**src/rtl/tuart_tx_if.sv**
```systemverilog
// Request/response and serial-line bundle for the tiny-UART transmitter.
// The master drives payload and strobe; the slave (tuart_tx) returns status and tx.
`timescale 1ns/1ps
interface tuart_tx_if #(
  parameter int unsigned WORD_BITS  = 8,
  parameter int unsigned DATA_WORDS = 4
);
  localparam int unsigned NwordsW = $clog2(DATA_WORDS + 1);

  logic [WORD_BITS*DATA_WORDS-1:0] data_i;
  logic [NwordsW-1:0]              nwords_i;
  logic                            stb_i;
  logic                            rdy_o;
  logic                            done_o;
  logic                            tx_o;

  modport master (
    output data_i, nwords_i, stb_i,
    input  rdy_o, done_o, tx_o
  );

  modport slave (
    input  data_i, nwords_i, stb_i,
    output rdy_o, done_o, tx_o
  );
endinterface

```
**src/rtl/tuart_tx.sv**
```systemverilog
// Tiny-UART transmitter: serialises up to DATA_WORDS words, LSB word first, 8N1-style frames.
// Optional even parity bit between data and stop when TUART_TX_PARITY_EN is defined.
`timescale 1ns/1ps
module tuart_tx #(
  parameter int unsigned WORD_BITS      = 8,
  parameter int unsigned DATA_WORDS     = 4,
  parameter int unsigned CLK_PER_SAMPLE = 10
) (
  input  logic      clk_i,
  input  logic      rst_in,
  tuart_tx_if.slave bus_io
);

  localparam int unsigned PayloadW = WORD_BITS * DATA_WORDS;
  localparam int unsigned TickW    = $clog2(CLK_PER_SAMPLE);
  localparam int unsigned BitW     = (WORD_BITS > 1) ? $clog2(WORD_BITS) : 1;
  localparam int unsigned WordW    = $clog2(DATA_WORDS + 1);

  localparam logic [TickW-1:0] TickLast = TickW'(CLK_PER_SAMPLE - 1);
  localparam logic [BitW-1:0]  BitLast  = BitW'(WORD_BITS - 1);
  localparam logic [WordW-1:0] WordsMax = WordW'(DATA_WORDS);

  typedef enum logic [2:0] {
    StIdle   = 3'd0,
    StStart  = 3'd1,
    StData   = 3'd2,
`ifdef TUART_TX_PARITY_EN
    StParity = 3'd3,
`endif
    StStop   = 3'd4
  } state_e;

  state_e              state_q, state_d;
  logic [TickW-1:0]    tick_q, tick_d;
  logic [BitW-1:0]     bit_q, bit_d;
  logic [WordW-1:0]    word_q, word_d;
  logic [WordW-1:0]    nwords_q, nwords_d;
  logic [PayloadW-1:0] shift_q, shift_d;
  logic                tx_q, tx_d;
  logic                rdy_q, rdy_d;
  logic                done_q, done_d;
`ifdef TUART_TX_PARITY_EN
  logic                par_q, par_d;
`endif

  logic                tick_end;
  logic [TickW-1:0]    tick_inc;
  logic [PayloadW-1:0] shifted;
  logic [WordW-1:0]    nwords_clamped;

  assign tick_end       = (tick_q == TickLast);
  assign tick_inc       = tick_end ? '0 : tick_q + 1'b1;
  // Shifting the whole payload leaves the next word at the LSB after each frame.
  assign shifted        = shift_q >> 1;
  assign nwords_clamped = (bus_io.nwords_i > WordsMax) ? WordsMax : bus_io.nwords_i;

  always_comb begin
    state_d  = state_q;
    tick_d   = tick_q;
    bit_d    = bit_q;
    word_d   = word_q;
    nwords_d = nwords_q;
    shift_d  = shift_q;
    tx_d     = tx_q;
    rdy_d    = rdy_q;
    done_d   = 1'b0;
`ifdef TUART_TX_PARITY_EN
    par_d    = par_q;
`endif
    case (state_q)
      StIdle: begin
        tick_d = '0;
        tx_d   = 1'b1;
        rdy_d  = 1'b1;
        if (bus_io.stb_i && rdy_q && (bus_io.nwords_i != '0)) begin
          shift_d  = bus_io.data_i;
          nwords_d = nwords_clamped;
          word_d   = '0;
          bit_d    = '0;
          state_d  = StStart;
          tx_d     = 1'b0;
          rdy_d    = 1'b0;
        end
      end
      StStart: begin
        tick_d = tick_inc;
        if (tick_end) begin
          state_d = StData;
          tx_d    = shift_q[0];
`ifdef TUART_TX_PARITY_EN
          par_d   = 1'b0;
`endif
        end
      end
      StData: begin
        tick_d = tick_inc;
        if (tick_end) begin
          shift_d = shifted;
          bit_d   = bit_q + 1'b1;
`ifdef TUART_TX_PARITY_EN
          par_d   = par_q ^ shift_q[0];
`endif
          if (bit_q == BitLast) begin
            bit_d   = '0;
`ifdef TUART_TX_PARITY_EN
            state_d = StParity;
            tx_d    = par_q ^ shift_q[0];
`else
            state_d = StStop;
            tx_d    = 1'b1;
`endif
          end else begin
            tx_d = shifted[0];
          end
        end
      end
`ifdef TUART_TX_PARITY_EN
      StParity: begin
        tick_d = tick_inc;
        if (tick_end) begin
          state_d = StStop;
          tx_d    = 1'b1;
        end
      end
`endif
      StStop: begin
        tick_d = tick_inc;
        if (tick_end) begin
          if (word_q == nwords_q - 1'b1) begin
            state_d = StIdle;
            done_d  = 1'b1;
            rdy_d   = 1'b1;
            tx_d    = 1'b1;
          end else begin
            word_d  = word_q + 1'b1;
            state_d = StStart;
            tx_d    = 1'b0;
          end
        end
      end
      default: begin
        state_d = StIdle;
        tick_d  = '0;
        bit_d   = '0;
        word_d  = '0;
        tx_d    = 1'b1;
        rdy_d   = 1'b1;
      end
    endcase
  end

  always_ff @(posedge clk_i or negedge rst_in) begin
    if (!rst_in) begin
      state_q  <= StIdle;
      tick_q   <= '0;
      bit_q    <= '0;
      word_q   <= '0;
      nwords_q <= '0;
      shift_q  <= '0;
      tx_q     <= 1'b1;
      rdy_q    <= 1'b1;
      done_q   <= 1'b0;
`ifdef TUART_TX_PARITY_EN
      par_q    <= 1'b0;
`endif
    end else begin
      state_q  <= state_d;
      tick_q   <= tick_d;
      bit_q    <= bit_d;
      word_q   <= word_d;
      nwords_q <= nwords_d;
      shift_q  <= shift_d;
      tx_q     <= tx_d;
      rdy_q    <= rdy_d;
      done_q   <= done_d;
`ifdef TUART_TX_PARITY_EN
      par_q    <= par_d;
`endif
    end
  end

  assign bus_io.tx_o   = tx_q;
  assign bus_io.rdy_o  = rdy_q;
  assign bus_io.done_o = done_q;

endmodule

```
**src/flat_wrapper.sv**
```systemverilog
// flat-port wrapper written by rule: the top's interface ports become plain ports
module tuart_tx_flat 
#(
  parameter int unsigned WORD_BITS      = 8,
  parameter int unsigned DATA_WORDS     = 4,
  parameter int unsigned CLK_PER_SAMPLE = 10
)
  (clk_i, rst_in, bus_io_data_i, bus_io_nwords_i, bus_io_stb_i, bus_io_rdy_o, bus_io_done_o, bus_io_tx_o);
  tuart_tx_if #(.WORD_BITS(WORD_BITS), .DATA_WORDS(DATA_WORDS)) bus_io_i ();
  input  logic clk_i;
  input  logic rst_in;
  input wire logic [$bits(bus_io_i.data_i)-1:0] bus_io_data_i;
  input wire logic [$bits(bus_io_i.nwords_i)-1:0] bus_io_nwords_i;
  input wire logic [$bits(bus_io_i.stb_i)-1:0] bus_io_stb_i;
  output wire logic [$bits(bus_io_i.rdy_o)-1:0] bus_io_rdy_o;
  output wire logic [$bits(bus_io_i.done_o)-1:0] bus_io_done_o;
  output wire logic [$bits(bus_io_i.tx_o)-1:0] bus_io_tx_o;
  assign bus_io_i.data_i = bus_io_data_i;
  assign bus_io_i.nwords_i = bus_io_nwords_i;
  assign bus_io_i.stb_i = bus_io_stb_i;
  assign bus_io_rdy_o = bus_io_i.rdy_o;
  assign bus_io_done_o = bus_io_i.done_o;
  assign bus_io_tx_o = bus_io_i.tx_o;
  tuart_tx #(.WORD_BITS(WORD_BITS), .DATA_WORDS(DATA_WORDS), .CLK_PER_SAMPLE(CLK_PER_SAMPLE)) u_core (.clk_i(clk_i), .rst_in(rst_in), .bus_io(bus_io_i));
endmodule
```
**config.mk**
```make
export PLATFORM = sky130hd
export DESIGN_NAME = tuart_tx_flat
export DESIGN_NICKNAME = d
export VERILOG_FILES = /design/src/rtl/tuart_tx_if.sv /design/src/rtl/tuart_tx.sv /design/src/flat_wrapper.sv
export SDC_FILE = /design/constraint.sdc
export NUM_CORES = 1
export LEC_CHECK = 0
export CORE_UTILIZATION = 30
export DETAILED_ROUTE_END_ITERATION = 10
export HOLD_SLACK_MARGIN = 0.15
export PLACE_DENSITY_LB_ADDON = 0.12
export SLEW_MARGIN = 20
export SYNTH_ARGS = -nofsm -noshare
export SYNTH_HDL_FRONTEND = slang
export SYNTH_SLANG_ARGS = --single-unit
```
**constraint.sdc**
```tcl
create_clock -name clk_i -period 2.14 [get_ports clk_i]
set_input_delay 0.214 -clock clk_i [delete_from_list [all_inputs] [get_ports clk_i]]
set_output_delay 0.214 -clock clk_i [all_outputs]
set_load 0.05 [all_outputs]
```
==> Word-level counts from Yosys, hierarchy flattened <==
Index checks and enable logic that the tools add are counted.
{ "op_classes": {"n_reduce_logical": 15, "order_cmp": 1, "n_eq_ne": 13, "n_mux": 32, "addsub": 4, "bitwise_logic": 2} }
{ "op_table": {"columns": ["cell", "count"], "rows": [
  ["$mux 32", 2],
  ["$pmux 32 s2", 1],
  ["$mux 3", 11],
  ["$pmux 3 s3", 2],
  ["$ne 2x1->1 const B", 6],
  ["$pmux 3 s4", 1],
  ["$reduce_and 3->1", 4],
  ["$mux 1", 11],
  ["$mux 4", 2],
  ["$add 3x1->3 const B", 2],
  ["$eq 3x3->1 const B", 2],
  ["$reduce_and 5->1", 1],
  ["$add 4x1->4 const B", 1],
  ["$eq 4x4->1 const B", 1],
  ["$pmux 1 s4", 1],
  ["$reduce_and 4->1", 1],
  ["$reduce_or 2->1", 2],
  ["$eq 3x1->1 const B", 1],
  ["$eq 3x2->1 const B", 1],
  ["$eq 3x3->1", 1],
  ["$gt 3x3->1 const B", 1],
  ["$logic_not 3->1", 1],
  ["$pmux 1 s3", 1],
  ["$reduce_bool 3->1", 1],
  ["other kinds (7)", 9]
]} }
{ "word_totals": {"reg_bits": 51, "in_bits": 38, "elab_cells": 76} }

==> Logic depth before layout (Yosys ltp) <==
Gate-level depths: netlist of run 1.
{ "depth": {"depth_word": 5, "mapped_depth": 7, "depth_no_buf": 6} }

==> Least setup slack after synthesis of run 1 <==
OpenSTA, ideal clock, no wires.
{ "synth_timing": {"path_kind": "flip-flop to flip-flop", "start": "register u_core.rdy_q, in the netlist u_core.bus_io.rdy_o", "end": "register u_core.word_q[0]", "synth_period_minus_slack_ns": 1.811, "n_path_buf": 0, "t_arrival_ns": 1.686, "stages_incl_launch_ff": 5, "required_ns": 2.015, "setup_slack_ns": 0.329, "setup_ns": 0.125, "cell_sequence": "dfstp_2 -> o311ai_4 -> a222oi_1 -> nand2_1 -> mux2_4"} }
{ "synth_between": {"elab_chain_cells": 4} }
{ "synth_rtl": {"columns": ["item", "line_no", "rtl"], "rows": [
  ["from (decl)", "tuart_tx.sv:40", "logic rdy_q, rdy_d;"],
  ["from (signal assigned)", "tuart_tx.sv:174", "rdy_q <= rdy_d;"],
  ["$logic_and 1x1->1 (2 in series)", "tuart_tx.sv:75", "if (bus_io.stb_i && rdy_q && (bus_io.nwords_i != '0)) begin"],
  ["$ne 2x1->1 (no line)", null, null],
  ["$reduce_and 4->1 (no line)", null, null],
  ["to (signal assigned)", "tuart_tx.sv:170", "word_q <= word_d;"],
  ["to (decl)", "tuart_tx.sv:36", "logic [WordW-1:0] word_q, word_d;"]
]} }
Every way passes these cells.
A chain may end at the register's enable or synchronous reset.

==> Worst setup path after layout of run 1 <==
{ "layout_timing": {"start": "register u_core.rdy_q, in the netlist u_core.bus_io.rdy_o", "end": "output port bus_io_rdy_o"} }
{ "layout_rtl": {"columns": ["item", "line_no", "rtl"], "rows": [
  ["to (decl)", "flat_wrapper.sv:15", "output wire logic [$bits(bus_io_i.rdy_o)-1:0] bus_io_rdy_o;"]
]} }
No word-level cell between the ends.

==> results.yml, run 1 <==
run_status:
  status: "finished, final reports clean"
synthesis:
  ys.warnings.count: 0
  ys.flop_type: "dfrtp_1"
  yosysSeqAreaShare_pct: 46.7
  synthesis.nets: 333
  synth.cell_area_sq_um: 2740
  avgSynthCellArea_sq_um: 9.47
  ys_types: 39
  synth_async_sr_flop_share_pct: 100
  synth_area_leaders: "dfrtp_1 (45%), nand2_1 (10%), a41oi_1 (9.9%)"
  syn_inst: 289
  yosysTopAreaCell: "dfrtp_1"
  synth_top_area_share_pct: 44.8
  synth_seq_cells: 51
  synth_edf_count: 0
routing:
  detail_route.vias_per_cell: 5.04
  drt-total-wl_microns: 5940
  drtPass1Iterations: 4
  drtIter0Drc: 82
  num_vias: 2204
  top_layer_used: "met4"
  wire_per_inst_microns: 13.6
  antenna_left: 0
  met3_length_microns: 154
  drc: 0
  wl_met1_microns: 3080
  wl_met2_microns: 2660
setup_path:
  end_kind: "output port"
  worst-path-buf-inv: 1
  slowest_delay_ns: 0.81
  cp_cell_sequence: "clkdlybuf4s50_1"
  critical_path_class: "reg2out"
  crit_required_ns: 1.93
  cp_top_family: "buffers and inverters"
  slowest_stage: "clkdlybuf4s50_1"
  crit_fanout: 3
  crit_arrival_ns: 1.68
  start_kind: "flip-flop"
power_and_ir_drop:
  cellPowerDensity_nw_per_um2: 1020
  leakage_nw: 1.43
  switchingPower_mw: 1.26
  p_int_mw: 2.21
  power.total_mw: 3.48
  p_clk_share_pct: 16.3
  p_sw_share_pct: 36.4
  seq_power_share_pct: 47.2
  p_comb_share_pct: 36.5
  ir_drop_mv: 0.401
global_routing:
  grt_pass1_vias: 2222
  antenna_found_initial: 0
  grt_pass1_wl_microns: 10600
  globalRouteOverflowTotal: 0
  grt_max_degree: 63
  grt_usage_pct: 13.5
sta:
  clock_skew_ns: 0.00865
  setup_tns_ns: 0
  rsz0062_at_grt: "no"
  setup_viol_count_final: 0
  period_minus_slack_ns: 1.90
  fmax_mhz: 527
  slew_violations: 0
  tightest_slew_ns: 0.492
  slew_headroom_pct: 67.1
  fin_crit_sh_pct: 88.7
  fin_ws_ns: 0.242
  finalHoldViolCount: 0
clocking:
  clock_latency_ns: 0.30
  cts_sinks: 51
  cts_tree: "built"
  post_cts_buffers: 0
  numCtsBuffers: 5
  htree_num_levels: 2
  ctsHoldBuffers: 1
  clockBufferDepth: 2
  clk_pin_slew_ns: 0.10
  ctsResizeCount: 0
  cts_root_buf: "clkbuf_8"
die:
  fp.coreArea_sq_um: 8760
  placement_rows: 34
  die_x_microns: 97.5
  start_util_pct: 31.2
  floorplan.die_area_sq_um: 9510
  num_io_pins: 41
  die_y_microns: 97.5
place:
  placement.io_buffers: 40
  gp_congestion: 0.724
  dpl.hpwl_microns: 3950
  post-place-ws_ns: 0.158
  dp_cells: 428
job:
  cap_violations: 0
final_layout:
  drive_gt1_share_pct: 10.6
  layout.nets: 372
  final_cells: 437
  area_growth_pct: 24.5
  diodes: 0
worst_hold_path:
  hold_path_class: "in2async"
[final cells by class]
class                           count  area, sq um
Fill cell                         923         5360
Clock buffer                        5         68.8
Timing Repair Buffer               54          541
Inverter                            8         30.0
Sequential cell                    51         1280
Tap cell                          108          135
Clock inverter                      3         20.0
Multi-Input combinational cell    208         1330
[flip-flops by register name (all words and copies together), names as in the netlist]
| name | flops |
|---|---|
| u_core.shift_q | 32 |
| u_core.word_q | 3 |
| u_core.bus_io.rdy_o | 1 |
| u_core.tick_q | 4 |
| u_core.bit_q | 3 |
| u_core.state_q | 3 |
| u_core.bus_io.tx_o | 1 |
| u_core.bus_io.done_o | 1 |
| u_core.nwords_q | 3 |
[worst reg2reg max path: cells and delay by family (launching register included)]
kind / cells / cell delay [ns]
mux: 1 / 0.32
simple gates: 2 / 0.35
fa+ha+maj: 1 / 0.20
flops: 1 / 0.40
compound gates: 1 / 0.45
buf+inv: 1 / 0.06
[final timing paths]
check / start / end / slack [ns] / cells after the start
min in group clk_i: bus_io_data_i[31] / u_core.shift_q[31] / 0.47 / 3
worst max-delay path: u_core.bus_io.rdy_o / bus_io_rdy_o / 0.24 / 1
worst min register to register: u_core.tick_q[0] / u_core.tick_q[0] / 0.51 / 1
worst max register to register: u_core.tick_q[1] / u_core.word_q[0] / 0.25 / 6
max in group asynchronous: rst_in / u_core.bus_io.tx_o / 1.43 / 3
worst min-delay path: rst_in / u_core.nwords_q[0] / 0.43 / 3
[power groups by stage]
| stage | sequential [mW] | combinational, mW | clock (mW) |
|---|---|---|---|
| after detailed placement | 1.66 | 1.29 | 0 |
| after floorplan | 1.62 | 0.934 | 0 |
| after global placement | 1.66 | 1.26 | 0 |
| after global routing | 1.70 | 1.45 | 0.625 |
| final | 1.64 | 1.27 | 0.567 |
| after CTS | 1.64 | 1.29 | 0.593 |
[routing by layer]
| metal | vias up | GRT usage, % |
|---|---|---|
| met3 | 2 | 2.66 |
| met2 | 25 | 21.4 |
| met5 | - | 0 |
| li1 | 1121 | - |
| met4 | 0 | 3.73 |
| met1 | 1056 | 18.8 |
[synth_stat cells (all sizes together) (3+ instances only)]
cell and n:
buf 13, o21ai 5, clkbuf 9, nor2 10, nor3 3, nand3 3, nand2b 4, nor2b 4
inv 8, a21oi 35, mux2 4, nand2 74, a41oi 31, dfrtp 49, mux2i 5, xor2 4
ha 6
[metrics by stage]
step / area (sq um) / hold slack (ns) / utilization (%)
finish: 3410 / 0.427 / 38.9
global route: 3410 / 0.470 / 38.9
CTS: 3410 / 0.440 / 38.9
detailed placement: 3310 / 0.234 / 37.7
global placement: 3310 / 0.236 / 37.7
floorplan: 2740 / -0.0816 / -
[cell usage in the layout, fill, tap and decap left out, drive strengths merged, types with 2 or more instances in the layout]
| master | count |
|---|---|
| a21oi | 35 |
| a22oi | 2 |
| a41oi | 31 |
| buf | 14 |
| clkbuf | 5 |
| clkdlybuf4s50 | 39 |
| clkinvlp | 2 |
| dfrtp | 49 |
| dfstp | 2 |
| ha | 6 |
| inv | 8 |
| mux2 | 4 |
| mux2i | 5 |
| nand2 | 74 |
| nand2b | 4 |
| nand3 | 3 |
| nand3b | 2 |
| nor2 | 10 |
| nor2b | 4 |
| nor3 | 3 |
| nor3b | 2 |
| o211ai | 2 |
| o21ai | 5 |
| xor2 | 4 |
[cell families (layout without fill, tap and decap cells)]
group,count (synthesis),in the layout,synth area share (%)
flip-flops,51,51,46.7
XOR/XNOR,6,6,2.42
AND/OR/NAND/NOR,104,104,17.4
AO/OA/AOI/OAI,83,83,21.9
adder cells (fa/ha/maj),6,6,2.74
buffers and inverters,30,70,5.12
multiplexers,9,9,3.75
Power figures use the tool's default switching activity.
==> inputs of run 2 (changes only) <==
--- a/config.mk
+++ b/config.mk
@@ -5,7 +5,7 @@
 export SDC_FILE = /design/constraint.sdc
 export NUM_CORES = 1
 export LEC_CHECK = 0
-export CORE_UTILIZATION = 30
+export CORE_UTILIZATION = 50
 export DETAILED_ROUTE_END_ITERATION = 10
 export HOLD_SLACK_MARGIN = 0.15
 export PLACE_DENSITY_LB_ADDON = 0.12
==> run 2 against run 1 <==
Clock skew grew 0.0013 ns. Die area shrank 39%. Sequential share of layout area is 0.36 points higher. Final cell count decreased by 8.7%. Design area is 0.95% lower. Core utilization grew 26 points. Flip-flop and latch count unchanged. Hold slack worse by 0.0074 ns. Total power increased by 1.5%.
==> results.yml, run 2 (synthesized netlist as in run 1, its figures left out) <==
worst_hold_path:
  hold_path_class: "in2async"
setup_path:
  crit_fanout: 3
  slowest_delay_ns: 0.81
  cp_top_family: "buffers and inverters"
  start_kind: "flip-flop"
  crit_required_ns: 1.93
  worst-path-buf-inv: 1
  cp_cell_sequence: "clkdlybuf4s50_1"
  slowest_stage: "clkdlybuf4s50_1"
  crit_arrival_ns: 1.70
  critical_path_class: "reg2out"
  end_kind: "output port"
place:
  dpl-instance-area_sq_um: 3260
  gp_congestion: 0.735
  placement.io_buffers: 40
  dpl.hpwl_microns: 3580
  dp_cells: 390
die:
  floorplan.die_area_sq_um: 5770
  num_io_pins: 41
  die_y_microns: 76.0
  die_x_microns: 76.0
  fp.coreArea_sq_um: 5200
  start_util_pct: 52.6
  placement_rows: 26
global_routing:
  antenna_found_initial: 0
  globalRouteOverflowTotal: 0
  grt_usage_pct: 20.9
  grt_max_degree: 63
  grt_pass1_vias: 2211
  grt_pass1_wl_microns: 9880
final_layout:
  reg_top3: "u_core.shift_q (32), u_core.tick_q (4)"
  layout.nets: 372
  largest_reg_flops: 32
  mostFrequentLayoutCells: "nand2_1 (74), dfrtp_1 (49), clkdlybuf4s50_1 (39)"
  regMostFlops: "u_core.shift_q"
  area_growth_pct: 23.3
  fillerInstances: 441
  drive_gt1_share_pct: 10.6
  final_cells: 399
  diodes: 0
  final_area_sq_um: 3370
  final_common_cell: "nand2_1"
sta:
  period_minus_slack_ns: 1.91
  tightest_slew_ns: 0.498
  rsz0062_at_grt: "no"
  slew_violations: 0
  whs_ns: 0.420
  setup_tns_ns: 0
  clock_skew_ns: 0.00994
  finalHoldViolCount: 0
  setup_viol_count_final: 0
  slew_headroom_pct: 66.7
  fin_crit_sh_pct: 89.4
  fmax_mhz: 522
routing:
  drtPass1Iterations: 5
  drtIter0Drc: 143
  num_vias: 2229
  antenna_left: 0
  wire_per_inst_microns: 13.5
  drt-total-wl_microns: 5390
  detail_route.vias_per_cell: 5.59
  drc: 0
clocking:
  clk_pin_slew_ns: 0.09
  post_cts_buffers: 0
  clockBufferDepth: 2
  numCtsBuffers: 5
  clock_latency_ns: 0.30
  ctsHoldBuffers: 1
  htree_num_levels: 2
  ctsResizeCount: 0
  cts_tree: "built"
  cts_sinks: 51
  cts_root_buf: "clkbuf_8"
run_status:
  status: "finished, final reports clean"
power_and_ir_drop:
  cellPowerDensity_nw_per_um2: 1050
  ir_drop_mv: 0.494
  leakage_nw: 1.45
  power.total_mw: 3.53
job:
  cap_violations: 0
run 2: changes by cell type in the layout (fill, tap and decap cells not counted):
| cell | before | now |
|---|---|---|
| clkbuf_8 | 5 | 7 |
| clkinv_2 | 1 | 0 |
| clkinvlp_4 | 2 | 1 |
run 2: final timing paths:
path | from | endpoint | slack, ns | cells after the start
min in group clk_i | bus_io_data_i[17] | u_core.shift_q[17] | 0.50 | 3
worst max register to register | u_core.tick_q[1] | u_core.word_q[0] | 0.28 | 6
worst max-delay path | u_core.bus_io.rdy_o | bus_io_rdy_o | 0.23 | 1
worst min-delay path | rst_in | u_core.word_q[2] | 0.42 | 3
max in group asynchronous | rst_in | u_core.bus_io.rdy_o | 1.43 | 3
worst min register to register | u_core.tick_q[0] | u_core.tick_q[0] | 0.50 | 1
run 2: final cells by class:
type                            count  area, sq um  share of cell area, %
Multi-Input combinational cell    208         1330                   39.5
Sequential cell                    51         1280                   37.9
Timing Repair Buffer               54          541                   16.0
Clock buffer                        7         96.3                   2.86
Tap cell                           70         87.6                   2.60
Inverter                            8         30.0                  0.890
Clock inverter                      1         7.51                  0.222
run 2: power breakdown:
group          total [mW]  internal, mW  leakage [nW]  switching, mW
clock network       0.613         0.295        0.0505          0.319
logic                1.28         0.620         0.793          0.657
registers            1.64          1.37         0.602          0.270
total                3.53          2.29          1.45           1.25
run 2: worst min-delay path, delay by kind of cell:
| family | cells | cell delay (ns) |
|---|---|---|
| buf+inv | 3 | 0.89 |
run 2: metrics by stage:
step           util, %  setup WS, ns
3_3_place_gp      62.6         0.197
3_5_place_dp      62.6         0.175
4_1_cts           64.8         0.209
5_1_grt           64.8        0.0890
6_report          64.8         0.226
2_1_floorplan        -         0.329
run 2: metal layers:
metal	routed length (microns)	global-route usage, %	share of wire [%]	vias to the layer above
met5	0	0	0	-
li1	-	-	-	1116
met3	168	3.59	3.1	9
met2	2560	33.6	47	43
met4	99	8.85	1.8	0
met1	2570	28.0	48	1061
